`src/rtl/accel_pkg.sv`:
```
// Shared accelerator types: operand/result formats, operation codes and arbiter FSM states.
package accel_pkg;

  localparam int unsigned VECTOR_DEPTH = 4;
  localparam int unsigned VECTOR_WIDTH = 16;
  localparam int unsigned MATRIX_DEPTH = 4;

  typedef enum logic [1:0] {
    COMP_DOT,
    COMP_MATVEC,
    COMP_ADD,
    COMP_SCALE
  } computation_type_t;

  typedef logic [VECTOR_DEPTH-1:0][VECTOR_WIDTH-1:0] vector_data_t;

  // Ternary matrix cell: bit0 = nonzero, bit1 = sign.
  typedef logic [MATRIX_DEPTH-1:0][VECTOR_DEPTH-1:0][1:0] matrix_data_t;

  typedef enum logic [1:0] {
    ARB_IDLE,
    ARB_ISSUE,
    ARB_WAIT,
    ARB_RESP
  } arb_state_t;

  localparam int unsigned ARB_TIMEOUT_DEFAULT = 64;

endpackage

```
`src/rtl/rr_priority_picker.sv`:
```
// Combinational round-robin picker: first set request at or above ptr, wrapping.
module rr_priority_picker #(
  parameter  int unsigned NUM_REQ = 4,
  localparam int unsigned IDX_W   = (NUM_REQ > 1) ? $clog2(NUM_REQ) : 1
) (
  input  logic [NUM_REQ-1:0] req,
  input  logic [IDX_W-1:0]   ptr,
  output logic [NUM_REQ-1:0] grant,
  output logic [IDX_W-1:0]   idx,
  output logic               valid
);

  int unsigned cand;

  always_comb begin
    grant = '0;
    idx   = '0;
    valid = 1'b0;
    cand  = 0;
    for (int unsigned k = 0; k < NUM_REQ; k++) begin
      cand = (32'(ptr) + k) % NUM_REQ;
      if (!valid && req[IDX_W'(cand)]) begin
        valid              = 1'b1;
        idx                = IDX_W'(cand);
        grant[IDX_W'(cand)] = 1'b1;
      end
    end
  end

endmodule

```
`src/rtl/compute_request_arbiter.sv`:
```
// Round-robin front end for the shared compute unit with operand snapshot and watchdog abort.
module compute_request_arbiter
  import accel_pkg::*;
#(
  parameter  int unsigned NUM_UNITS      = 4,
  parameter  int unsigned TIMEOUT_CYCLES = ARB_TIMEOUT_DEFAULT,
  localparam int unsigned ID_W           = (NUM_UNITS > 1) ? $clog2(NUM_UNITS) : 1
) (
  input  logic                                clk,
  input  logic                                rst_n,
  input  logic              [NUM_UNITS-1:0]   req_i,
  input  computation_type_t [NUM_UNITS-1:0]   comp_type_i,
  input  vector_data_t      [NUM_UNITS-1:0]   vec_a_i,
  input  vector_data_t      [NUM_UNITS-1:0]   vec_b_i,
  input  matrix_data_t      [NUM_UNITS-1:0]   mat_i,
  output logic              [NUM_UNITS-1:0]   grant_o,
  output logic              [NUM_UNITS-1:0]   done_o,
  output vector_data_t                        result_o,
  output logic                                error_o,
  output logic                                cu_request_o,
  output logic              [ID_W-1:0]        cu_unit_id_o,
  output computation_type_t                   cu_comp_type_o,
  output vector_data_t                        cu_vector_a_o,
  output vector_data_t                        cu_vector_b_o,
  output matrix_data_t                        cu_matrix_o,
  input  logic                                cu_ready_i,
  input  logic                                cu_done_i,
  input  vector_data_t                        cu_result_i
);

  localparam int unsigned TW = $clog2(TIMEOUT_CYCLES) + 1;
  localparam logic [TW-1:0] T_LIMIT = TW'(TIMEOUT_CYCLES - 1);

  arb_state_t                 state_q, state_d;
  logic       [ID_W-1:0]      rr_ptr_q;
  logic       [TW-1:0]        timer_q;
  logic                       abort_q;
  logic       [NUM_UNITS-1:0] pick_grant;
  logic       [ID_W-1:0]      pick_idx;
  logic                       pick_valid;

  rr_priority_picker #(
    .NUM_REQ (NUM_UNITS)
  ) u_picker (
    .req   (req_i),
    .ptr   (rr_ptr_q),
    .grant (pick_grant),
    .idx   (pick_idx),
    .valid (pick_valid)
  );

  always_ff @(posedge clk or negedge rst_n) begin
    if (!rst_n) state_q <= ARB_IDLE;
    else        state_q <= state_d;
  end

  always_comb begin
    state_d      = state_q;
    cu_request_o = 1'b0;
    done_o       = '0;
    error_o      = 1'b0;
    case (state_q)
      ARB_IDLE:  if (pick_valid) state_d = ARB_ISSUE;
      ARB_ISSUE: begin
        cu_request_o = cu_ready_i;
        if (cu_ready_i) state_d = ARB_WAIT;
      end
      ARB_WAIT:  if (cu_done_i || timer_q == T_LIMIT) state_d = ARB_RESP;
      ARB_RESP: begin
        done_o  = grant_o;
        error_o = abort_q;
        state_d = ARB_IDLE;
      end
      default:   state_d = ARB_IDLE;
    endcase
  end

  always_ff @(posedge clk or negedge rst_n) begin
    if (!rst_n) begin
      grant_o        <= '0;
      cu_unit_id_o   <= '0;
      cu_comp_type_o <= computation_type_t'('0);
      cu_vector_a_o  <= '0;
      cu_vector_b_o  <= '0;
      cu_matrix_o    <= '0;
      result_o       <= '0;
      rr_ptr_q       <= '0;
      timer_q        <= '0;
      abort_q        <= 1'b0;
    end else begin
      case (state_q)
        ARB_IDLE: if (pick_valid) begin
          grant_o        <= pick_grant;
          cu_unit_id_o   <= pick_idx;
          cu_comp_type_o <= comp_type_i[pick_idx];
          cu_vector_a_o  <= vec_a_i[pick_idx];
          cu_vector_b_o  <= vec_b_i[pick_idx];
          cu_matrix_o    <= mat_i[pick_idx];
          rr_ptr_q       <= (pick_idx == ID_W'(NUM_UNITS - 1)) ? '0 : pick_idx + 1'b1;
        end
        ARB_ISSUE: if (cu_ready_i) timer_q <= '0;
        // A done arriving on the expiry cycle takes priority over the abort.
        ARB_WAIT: begin
          if (cu_done_i) begin
            result_o <= cu_result_i;
          end else if (timer_q == T_LIMIT) begin
            result_o <= '0;
            abort_q  <= 1'b1;
          end else begin
            timer_q <= timer_q + 1'b1;
          end
        end
        ARB_RESP: begin
          grant_o <= '0;
          abort_q <= 1'b0;
        end
        default: ;
      endcase
    end
  end

endmodule
```
`config.mk`:
```
export PLATFORM = sky130hd
export DESIGN_NAME = compute_request_arbiter
export DESIGN_NICKNAME = d
export VERILOG_FILES = /design/src/rtl/accel_pkg.sv /design/src/rtl/rr_priority_picker.sv /design/src/rtl/compute_request_arbiter.sv
export SDC_FILE = /design/constraint.sdc
export NUM_CORES = 1
export LEC_CHECK = 0
export CORE_AREA = 2 2 373 375
export DETAILED_ROUTE_END_ITERATION = 7
export DIE_AREA = 0 0 375 377
export GPL_TIMING_DRIVEN = 0
export PLACE_DENSITY = 0.38
export SLEW_MARGIN = 20
export SYNTH_ARGS = -nofsm -noshare
export SYNTH_HDL_FRONTEND = slang
export SYNTH_SLANG_ARGS = --single-unit
```
`constraint.sdc`:
```
create_clock -name clk -period 4.7 [get_ports clk]
set_clock_uncertainty 0.1 [all_clocks]
set_input_delay 1.175 -clock clk [delete_from_list [all_inputs] [get_ports clk]]
set_output_delay 1.175 -clock clk [all_outputs]
set_load 0.02 [all_outputs]
```
Word level (Yosys, flattened, before mapping)
Index checks and enable logic that the tools add are counted.

Add/sub/neg operators: 5. Order comparisons: 9. Equal/unequal tests: 11. Muxes and demuxes: 55. Bitwise operators: 3. Reductions and logical operators: 22.

Operator list (number): $bmux 64 s2 (2); $mux 64 (4); $bmux 32 s2 (1); $mux 32 (1); $mux 4 (6); $mux 7 (3); $mux 2 (9); $mux 1 (16); $lt 2x3->1 const B (5); $pmux 7 s2 (1); $ne 2x2->1 const B (6); $or 4x4->4 (3); $bmux 1 s2 (4); $demux 1 s2 (4); $ge 2x1->1 const B (4); $pmux 2 s4 (1); $pmux 4 s2 (1); $reduce_bool 2->1 (4); $add 7x1->7 const B (1); $eq 7x6->1 const B (1); $logic_and 1x1->1 (7); $eq 2x2->1 const B (3); $reduce_and 2->1 (3); $reduce_and 3->1 (2); 9 further kinds (13).

Flip-flop bits (word level): 244. Output and inout bits: 238. Word-level logic and storage cells: 140.

Depth between registers and ports, before layout
Gate-level depths: netlist of the first run.

Depth after elaboration: 14. Depth in mapped cells: 14. Mapped depth without buffers: 10.

Cells and area by module
Synthesis of the first run repeated with hierarchy kept, for this count alone.

Cells, all modules: 824. Area, all modules: 13437.9 µm².

By module, submodules not included: compute_request_arbiter (times used 1, cells an instance 779, area an instance 13018.7 µm²); rr_priority_picker (times used 1, cells an instance 45, area an instance 419.2 µm²).

Worst setup path before layout of the first run
Ideal clock, no wire load.

Path type: input to register. Start: input req_i[1]. End: register rr_ptr_q[0]. Arrival time: 3.124 ns. Data required time: 4.479 ns. Path slack: 1.355 ns. Stages on the path: 11. Buffers on the path: 3. Path through: buf_2 > mux4_2 > a21oi_2 > nor2_1 > o31a_1 > buf_6 > clkinv_2 > buf_4 > ha_1 > o21ai_0 > a22o_1.

Longest elaborated chain between the ends: 14. Elaborated cells on any way between the ends: 26. Classes of those cells: 1 x add/sub; 1 x eq/ne; 17 x mux; 7 x reduce/logical.

Ends and longest elaborated chain: start, declared (RTL line compute_request_arbiter.sv:11) `input logic [NUM_UNITS-1:0] req_i,`; $bmux 1 s2 (RTL line rr_priority_picker.sv:22) `if (!valid && req[IDX_W'(cand)]) begin`; $mux 1 (implied by the code) (RTL line rr_priority_picker.sv:22); $mux 1 (RTL line rr_priority_picker.sv:22); $logic_not 1->1 (RTL line rr_priority_picker.sv:22); $logic_and 1x1->1 (RTL line rr_priority_picker.sv:22); $mux 1 (RTL line rr_priority_picker.sv:22); $logic_not 1->1 (RTL line rr_priority_picker.sv:22); $logic_and 1x1->1 (RTL line rr_priority_picker.sv:22); $mux 1 (RTL line rr_priority_picker.sv:22); $logic_not 1->1 (RTL line rr_priority_picker.sv:22); $logic_and 1x1->1 (RTL line rr_priority_picker.sv:22); $mux 2 * (RTL line rr_priority_picker.sv:22); named net pick_idx[0] (RTL line compute_request_arbiter.sv:39) `logic [ID_W-1:0] pick_idx;`; $add 2x1->2 or $eq 2x2->1 (tied branches) (RTL line compute_request_arbiter.sv:99) `rr_ptr_q <= (pick_idx == ID_W'(NUM_UNITS - 1)) ? '0 : pick_idx + 1'b1;`; $mux 2 * (RTL line compute_request_arbiter.sv:99); end signal, assigned (RTL line compute_request_arbiter.sv:99); end, declared (RTL line compute_request_arbiter.sv:35) `logic [ID_W-1:0] rr_ptr_q;`.

Mark *: on every way through the listed nets, which the timed path passes. The rest lies on a longest branch. The select of a mux whose other input is x is not followed. A chain may end at the register's enable or synchronous reset.

Final worst setup path of the first run
Start: input req_i[3]. End: register cu_vector_a_o[24] (netlist bit).

Longest elaborated chain between the ends: 14. Elaborated cells on any way between the ends: 25. Classes of those cells: 18 x mux; 7 x reduce/logical.

Ends and longest elaborated chain: $bmux 1 s2 (RTL line rr_priority_picker.sv:22); $mux 1 (implied by the code) (RTL line rr_priority_picker.sv:22); $mux 1 (RTL line rr_priority_picker.sv:22); $logic_not 1->1 (RTL line rr_priority_picker.sv:22); $logic_and 1x1->1 (RTL line rr_priority_picker.sv:22); $mux 1 (RTL line rr_priority_picker.sv:22); $logic_not 1->1 (RTL line rr_priority_picker.sv:22); $logic_and 1x1->1 (RTL line rr_priority_picker.sv:22); $mux 1 (RTL line rr_priority_picker.sv:22); $logic_not 1->1 (RTL line rr_priority_picker.sv:22); $logic_and 1x1->1 (RTL line rr_priority_picker.sv:22); $mux 2 (RTL line rr_priority_picker.sv:22); $bmux 64 s2 (RTL line compute_request_arbiter.sv:96) `cu_vector_a_o <= vec_a_i[pick_idx];`; $mux 64 (implied by the code) (RTL line compute_request_arbiter.sv:96); end signal, assigned (RTL line compute_request_arbiter.sv:96); end, declared (RTL line compute_request_arbiter.sv:23) `output vector_data_t cu_vector_a_o,`.

Several ways; a longest one is shown, not always the timed one. The select of a mux whose other input is x is not followed.

==> summary.txt, run 1 <==
Run status
  – Outcome: complete, no violations

Routing
  – Final WL: 115000 um
  – WL met3: 9940 um
  – DR vias: 16334
  – Residual DRC: 0
  – Initial drt markers: 788
  – Post-DR wirelength/cell: 27.2 um
  – Via density per instance: 3.86
  – Wire length on met2: 54500 um
  – Met1 wire length: 47400 um
  – 1st-pass router iterations: 5
  – Antenna Nets Post-Route: 0
  – Top Layer Used: met5

Clocking
  – Worst-Skew Late Latency: 0.59 ns
  – TritonCTS clock tree: built
  – H-tree levels: 2
  – Number of clock sinks: 244
  – Clock Pin Slew Worst Setup and Hold Paths: 0.05 ns
  – Root Buffer: clkbuf_16
  – Num CTS Buffers: 38
  – Post-CTS Setup Inserts: 0
  – Clock Path Buffers: 3

Placement
  – Gp weighted congestion: 0.869
  – Area after DPL: 26800 sq um
  – Dpl hpwl: 93300 um
  – Port-buffer cells: 955

Timing
  – Final Max Tran Viols: 0
  – Final Cycle Share: 0.979
  – Min Hold Slack: 0.374 ns
  – Worst-margin pin slew: 1.12 ns
  – Min cycle time layout: 4.60 ns
  – Worst rel slew slack: 0.251
  – FMAX: 0.217 GHz
  – Final Hold Violating Endpoints: 0
  – Final setup fails: 0
  – RSZ-0062 raised after global routing: true

Synthesis
  – YS warnings: 0
  – Register area share after synthesis: 0.412
  – Top FF cell, synth: dfrtp_1
  – Post-synth top area share: 0.412
  – Most frequent cell after synthesis: dfrtp_1
  – Area contributors post-synth: dfrtp_1 41%, mux2i_1 13%, a221oi_1 9.4%, a221oi_2 7.3%, and2_1 6.2%
  – Number of synthesized register bits: 244
  – EDFF count, synth: 0
  – Synth async-reset ratio: 1.00
  – Synth area leader: dfrtp_1
  – Synth cell types: 51
  – Syn_nets: 2124
  – Gate Count Post-Synth: 1389
  – Synthesized area: 14800 sq um
  – Synth top cells by count: 244 x dfrtp_1, 188 x mux2i_1, 159 x a221oi_1
  – Synth Area per Inst: 10.7 sq um

Global routing
  – Largest net degree at the start of global routing: 75
  – Initial antenna violation count: 58
  – First-pass GRT wire length: 151000 um
  – All-layer global routing usage: 0.156
  – Vias in the first global route: 17187
  – GRT overflow: 0

Pwr
  – Pwr Density: 723 nW/um^2
  – Worst vdd ir: 0.364 mV
  – Leak pwr: 11.0 nW

Setup path
  – Worst Path Max Fanout: 10
  – CP required: 5.10 ns
  – CP Launch Type: primary input
  – Crit path capture type: register
  – Cells on worst reg2reg path: 12
  – Worst EP arrival: 5.00 ns
  – WS Path Type: in2reg

Floorplan
  – FP Rows: 136
  – Total die area: 141000 sq um
  – Top-Level Pins: 958
  – Die Wd: 375 um
  – Initial Util: 0.108
  – Die Y: 377 um
  – Area of the core: 137000 sq um

Min path
  – Hold Path Class: reg2reg
  – Hold Path Cell Cnt: 1

Flow run
  – Max Cap Viol: 0

Final layout
  – Layout cells sized above 1: 0.0931
  – Non-Filler Cell Area, Final: 28100 sq um
  – Final core utilization: 0.205
  – Nets: 3123
  – Fill cell count: 15033
  – Area grow syn2layout: 89.6%
-- layout by cell type (no fill, tap or decap), types with 3 or more instances in the layout --
master	n
a211oi_1	4
a21o_1	4
a21oi_1	3
a221o_1	4
a221oi_1	159
a221oi_2	69
a221oi_4	3
a22o_1	69
a22oi_1	4
and2_1	147
and3_1	3
buf_1	9
buf_16	3
buf_2	25
buf_4	18
buf_6	19
clkbuf_1	73
clkbuf_16	38
clkbuf_2	11
clkbuf_8	9
clkdlybuf4s50_1	954
clkinv_2	5
clkinvlp_4	4
dfrtp_1	244
diode_2	16
ha_1	15
inv_1	10
mux2i_1	188
mux4_2	3
nand2_1	84
nor2_1	112
nor3_1	3
o21ai_0	9
o31ai_1	70
xnor2_1	4
-- flip-flops by register name, indices dropped and copies added (netlist names) --
register        cells
cu_matrix_o        32
state_q             2
rr_ptr_q            2
cu_vector_b_o      64
cu_unit_id_o        2
grant_o             4
abort_q             1
cu_comp_type_o      2
result_o           64
timer_q             7
cu_vector_a_o      64
-- through the flow --
| step | total power, mW | cells | setup TNS, ns | worst slack [ns] |
|---|---|---|---|---|
| global route | 21.6 | 4218 | -0.144 | -0.0764 |
| floorplan | 11.1 | 1389 | 0 | 1.36 |
| CTS | 20.7 | 4211 | 0 | 0.0514 |
| finish | 20.3 | 4227 | 0 | 0.0970 |
| detailed placement | 17.5 | 4142 | -79.36 | -1.02 |
| global placement | 17.5 | 4138 | -2857.03 | -11.23 |
-- area by class of cell --
type                       count  area (sq um)  share of cell area
clock inverter                13           173             0.00614
tap                         1794          2240              0.0798
inverter                      11          42.5             0.00151
timing repair buffer         959          9660               0.343
antenna                       16          40.0             0.00142
sequential                   244          6110               0.217
buffer                       146           803              0.0286
multi-input combinational    988          7950               0.283
clock buffer                  56          1110              0.0394
-- timing repair --
| item | in CTS | in global routing |
|---|---|---|
| gates cloned | 0 | 0 |
| endpoints found under the hold margin | 0 | 0 |
| setup endpoints to repair | 40 | 36 |
| hold buffers | 0 | 0 |
| resized for setup | 2 | 14 |
-- per-layer routing --
layer / vias up / track usage
li1: 7390 / -
met1: 8004 / 0.188
met2: 756 / 0.259
met3: 160 / 0.0569
met4: 24 / 0.0460
met5: - / 0
-- worst paths after layout --
path / end / startpoint / slack, ns
setup / recovery: cu_vector_a_o[24]$_DFFE_PN0P_ / req_i[3] / 0.1
hold / removal: cu_unit_id_o[1]$_DFFE_PN0P_ / cu_unit_id_o[1]$_DFFE_PN0P_ / 0.37
setup reg to reg: cu_vector_a_o[38]$_DFFE_PN0P_ / rr_ptr_q[0]$_DFFE_PN0P_ / 0.18
hold reg to reg: cu_unit_id_o[1]$_DFFE_PN0P_ / cu_unit_id_o[1]$_DFFE_PN0P_ / 0.37
max in group asynchronous: result_o[6]$_DFFE_PN0P_ / rst_n / 2.93
min in group asynchronous: cu_vector_a_o[12]$_DFFE_PN0P_ / rst_n / 0.40
-- logic make-up (layout without fill, tap and decap cells) --
logic type / count (synthesis) / in the layout / share of synthesized area
fa+ha+maj: 15 / 15 / 0.0127
compound gates: 413 / 413 / 0.264
buf+inv: 157 / 1185 / 0.0560
other cells: 0 / 16 / 0
simple gates: 363 / 363 / 0.120
mux: 193 / 193 / 0.133
flops: 244 / 244 / 0.412
xor+xnor: 4 / 4 / 0.00236
-- critical path, stage by stage --
cell             delay [ns]
clkdlybuf4s50_1        0.56
nor2_1                 0.48
nand2_1                0.17
a21o_1                 0.36
a21bo_2                0.27
buf_2                  0.28
buf_1                  0.83
a221oi_1               0.50
o31ai_1                0.33
-- where the power goes --
| part | total, mW | leakage (nW) | internal [mW] | switching, mW |
|---|---|---|---|---|
| clock network | 3.03 | 0.613 | 1.76 | 1.27 |
| logic | 13.5 | 7.50 | 5.37 | 8.14 |
| registers | 3.80 | 2.89 | 3.15 | 0.656 |
| total | 20.3 | 11.0 | 10.3 | 10.1 |
Note: power is estimated with default switching activity, not from simulation.
==> run 2, diff against run 1 <==
Settings changed: ABC_AREA set to 1, CORE_AREA 2 2 373 375 to 2 2 370 372, DIE_AREA 0 0 375 377 to 0 0 372 374, PLACE_DENSITY 0.38 to 0.4.
==> run 2 against run 1 <==
  * First-iteration DRC count rose by 44%
  * Sequential cell count did not move
  * Highest routed layer unchanged
  * Global-route usage rose by 2.1 points
  * Worst hold slack got worse by 0.020 ns
  * Via count rose by 30%
  * Clock power fell by 5%
  * Register-to-register slack improved by 0.47 ns
  * Area after synthesis rose by 14%
  * Final area rose by 6.8%
  * Combinational power rose by 27%
==> summary.txt, run 2 <==
Timing
  – Final setup fails: 0 (unchanged)
  – FMAX: 0.243 GHz (+12%)
  – Final Max Tran Viols: 0 (unchanged)
  – Min Hold Slack: 0.354 ns (-0.0201 ns)
  – Worst rel slew slack: 0.311 (+0.0604)
  – Worst-margin pin slew: 1.03 ns (-0.0906 ns)
  – Final Hold Violating Endpoints: 0 (unchanged)
  – Min cycle time layout: 4.11 ns (-0.492 ns)
  – Final Cycle Share: 0.875 (-0.105)
  – RSZ-0062 raised after global routing: false
  – Final WS setup: 0.589 ns (+0.492 ns)
  – Total Neg Setup Slack: 0 ns (unchanged)

Floorplan
  – Area of the core: 135000 sq um (-1.5%)
  – Die Y: 374 um (-0.80%)
  – Die Wd: 372 um (-0.80%)
  – Initial Util: 0.125 (+0.0170)
  – Top-Level Pins: 958 (unchanged)
  – FP Rows: 135 (-0.74%)
  – Total die area: 139000 sq um (-1.6%)

Synthesis
  – Synth Area in Compound Gates: 0.0297 (-0.235)
  – Synth Area in Adders: 0.0111 (-0.00155)
  – Gate Count Post-Synth: 2636 (+90%)
  – Post-synth top area share: 0.361 (-0.0505)
  – Synthesized area: 16900 sq um (+14%)
  – Syn_nets: 3371 (+59%)
  – Mux cell area share after synthesis: 0 (-0.133)
  – Top FF cell, synth: dfrtp_1
  – Simple-gate share of the synthesized area: 0.447 (+0.327)
  – Register area share after synthesis: 0.361 (-0.0505)
  – Synth cell types: 32 (-37%)
  – Most frequent cell after synthesis: nand2_1
  – Synth async-reset ratio: 1.00 (unchanged)
  – Synth top cells by count: 975 x nand2_1, 450 x inv_1, 412 x nand3_1
  – Area contributors post-synth: dfrtp_1 36%, nand2_1 22%, nand3_1 12%, inv_1 10%, nand4_1 4.8%
  – EDFF count, synth: 0 (unchanged)
  – Synth Area per Inst: 6.42 sq um (-40%)
  – Number of synthesized register bits: 244 (unchanged)
  – Main combinational cell family by area after synthesis: simple AND/OR/NAND/NOR gates
  – XOR/XNOR share of the synthesized area: 0 (-0.00236)
  – Synth area leader: dfrtp_1
  – YS warnings: 0 (unchanged)

Pwr
  – Worst vdd ir: 0.333 mV (-8.3%)
  – Pwr Density: 795 nW/um^2 (+9.9%)
  – Design Power: 23.9 mW (+17%)
  – Leak pwr: 14.6 nW (+32%)

Clocking
  – Post-CTS sizing: 0 (-2)
  – Num CTS Buffers: 38 (unchanged)
  – Post-CTS Setup Inserts: 0 (unchanged)
  – Number of clock sinks: 244 (unchanged)
  – Root Buffer: clkbuf_16
  – TritonCTS clock tree: built
  – Worst-Skew Late Latency: 0.60 ns (about the same)
  – Clock Pin Slew Worst Setup and Hold Paths: 0.06 ns (about the same)
  – CTS Hold Bufs: 0 (unchanged)
  – H-tree levels: 2 (unchanged)
  – Clock Path Buffers: 3 (unchanged)

Final layout
  – Most frequent cells in the layout: 975 x nand2_1, 956 x clkdlybuf4s50_1, 450 x inv_1
  – Regs by FF count: cu_vector_a_o: 64 flops, cu_vector_b_o: 64 flops, result_o: 64 flops
  – Commonest non-fill, non-tap cell in the layout: nand2_1
  – Fill cell count: 15338 (+2.0%)
  – Final core utilization: 0.223 (+0.0172)
  – Fin cells: 5459 (+29%)
  – Non-Filler Cell Area, Final: 30000 sq um (+6.8%)
  – Layout cells sized above 1: 0.0775 (-0.0156)
  – Area grow syn2layout: 77.6%
  – Nets: 4371 (+40%)

Routing
  – 1st-pass router iterations: 5 (unchanged)
  – Post-DR wirelength/cell: 23.5 um (-14%)
  – Initial drt markers: 1131 (+44%)
  – DR vias: 21231 (+30%)
  – Via density per instance: 3.89 (+0.65%)
  – Antenna Nets Post-Route: 0 (unchanged)
  – Final WL: 128000 um (+11%)
  – Residual DRC: 0 (unchanged)

Setup path
  – Crit path capture type: register
  – CP required: 5.12 ns (+0.02 ns)
  – Cells on worst reg2reg path: 13 (+1)
  – R2R Setup Slk: 0.65 ns (+0.47 ns)
  – Worst EP arrival: 4.53 ns (-0.47 ns)
  – WS Path Type: in2reg
  – Worst Path Max Fanout: 10 (unchanged)
  – CP Launch Type: primary input

Global routing
  – GRT overflow: 0 (unchanged)
  – Initial antenna violation count: 57 (-1.7%)
  – Vias in the first global route: 21693 (+26%)
  – First-pass GRT wire length: 172000 um (+13%)
  – All-layer global routing usage: 0.178 (+0.0214)
  – Largest net degree at the start of global routing: 76 (+1.3%)

Placement
  – Port-buffer cells: 957 (+0.21%)
  – Dpl hpwl: 106000 um (+13%)
  – Gp weighted congestion: 0.868 (-0.15%)
  – DP Cell Count: 5377 (+30%)
  – Area after DPL: 28800 sq um (+7.6%)
  – Dpl ws: -0.204 ns (+0.817 ns)

Min path
  – Hold Path Class: in2async

Flow run
  – Max Cap Viol: 0 (unchanged)

Run status
  – Outcome: complete, no violations
run 2: cell types whose count changed after synthesis, sizes merged, moves of 147 or more:
cell	change
and2	-147
inv	+443
nand2	+896
mux2i	-188
a221oi	-231
nand3	+425
run 2: cell families after synthesis:
family,count (synthesis)
AOI/OAI and AO/OA,74
DFF,244
and+or+nand+nor,1668
buffers and inverters,635
adders and majority gates,15
run 2: path summary, 6_finish.rpt:
kind / start / end
worst max register to register: rr_ptr_q[1]$_DFFE_PN0P_ / cu_vector_b_o[58]$_DFFE_PN0P_
worst max-delay path: req_i[3] / cu_vector_b_o[58]$_DFFE_PN0P_
worst min-delay path: rst_n / cu_vector_a_o[27]$_DFFE_PN0P_
max in group asynchronous: rst_n / cu_matrix_o[13]$_DFFE_PN0P_
min in group clk: cu_matrix_o[16]$_DFFE_PN0P_ / cu_matrix_o[16]$_DFFE_PN0P_
worst min register to register: cu_matrix_o[16]$_DFFE_PN0P_ / cu_matrix_o[16]$_DFFE_PN0P_
run 2: layout make-up:
type                    count  area, sq um  share of cell area
diodes                     14         35.0             0.00117
well taps                1781         2230              0.0742
inverters                 454         1710              0.0569
flip-flops and latches    244         6110               0.203
clock inverters            12          116             0.00387
multi-input cells        1757         8250               0.275
repair buffers            960         9670               0.322
plain buffers             181          848              0.0282
clock buffers              56         1080              0.0359
run 2: layer usage:
layer | wire length (um) | share of wire | global-route usage | vias to the layer above
met5 | 170 | 0.0013 | 0 | -
met1 | 47600 | 0.37 | 0.195 | 10025
met2 | 66700 | 0.52 | 0.328 | 815
met4 | 3340 | 0.026 | 0.0491 | 26
li1 | - | - | - | 10196
met3 | 10400 | 0.081 | 0.0517 | 169
run 2: worst max-delay path, cell delays in order:
cell             delay [ns]
clkdlybuf4s50_1        0.43
inv_1                  0.09
nand2_1                0.10
nand3_1                0.12
nand2_1                0.15
a21oi_1                0.16
nand2_1                0.29
nand3_2                0.25
buf_2                  0.65
clkbuf_1               0.62
or2_2                  0.22
nand3_1                0.15
nand3_1                0.11
run 2: power by group:
| part | switching, mW | internal [mW] | leakage [nW] |
|---|---|---|---|
| sequential | 0.643 | 3.15 | 3.05 |
| clock | 1.27 | 1.60 | 0.579 |
| combinational | 11.6 | 5.62 | 10.9 |
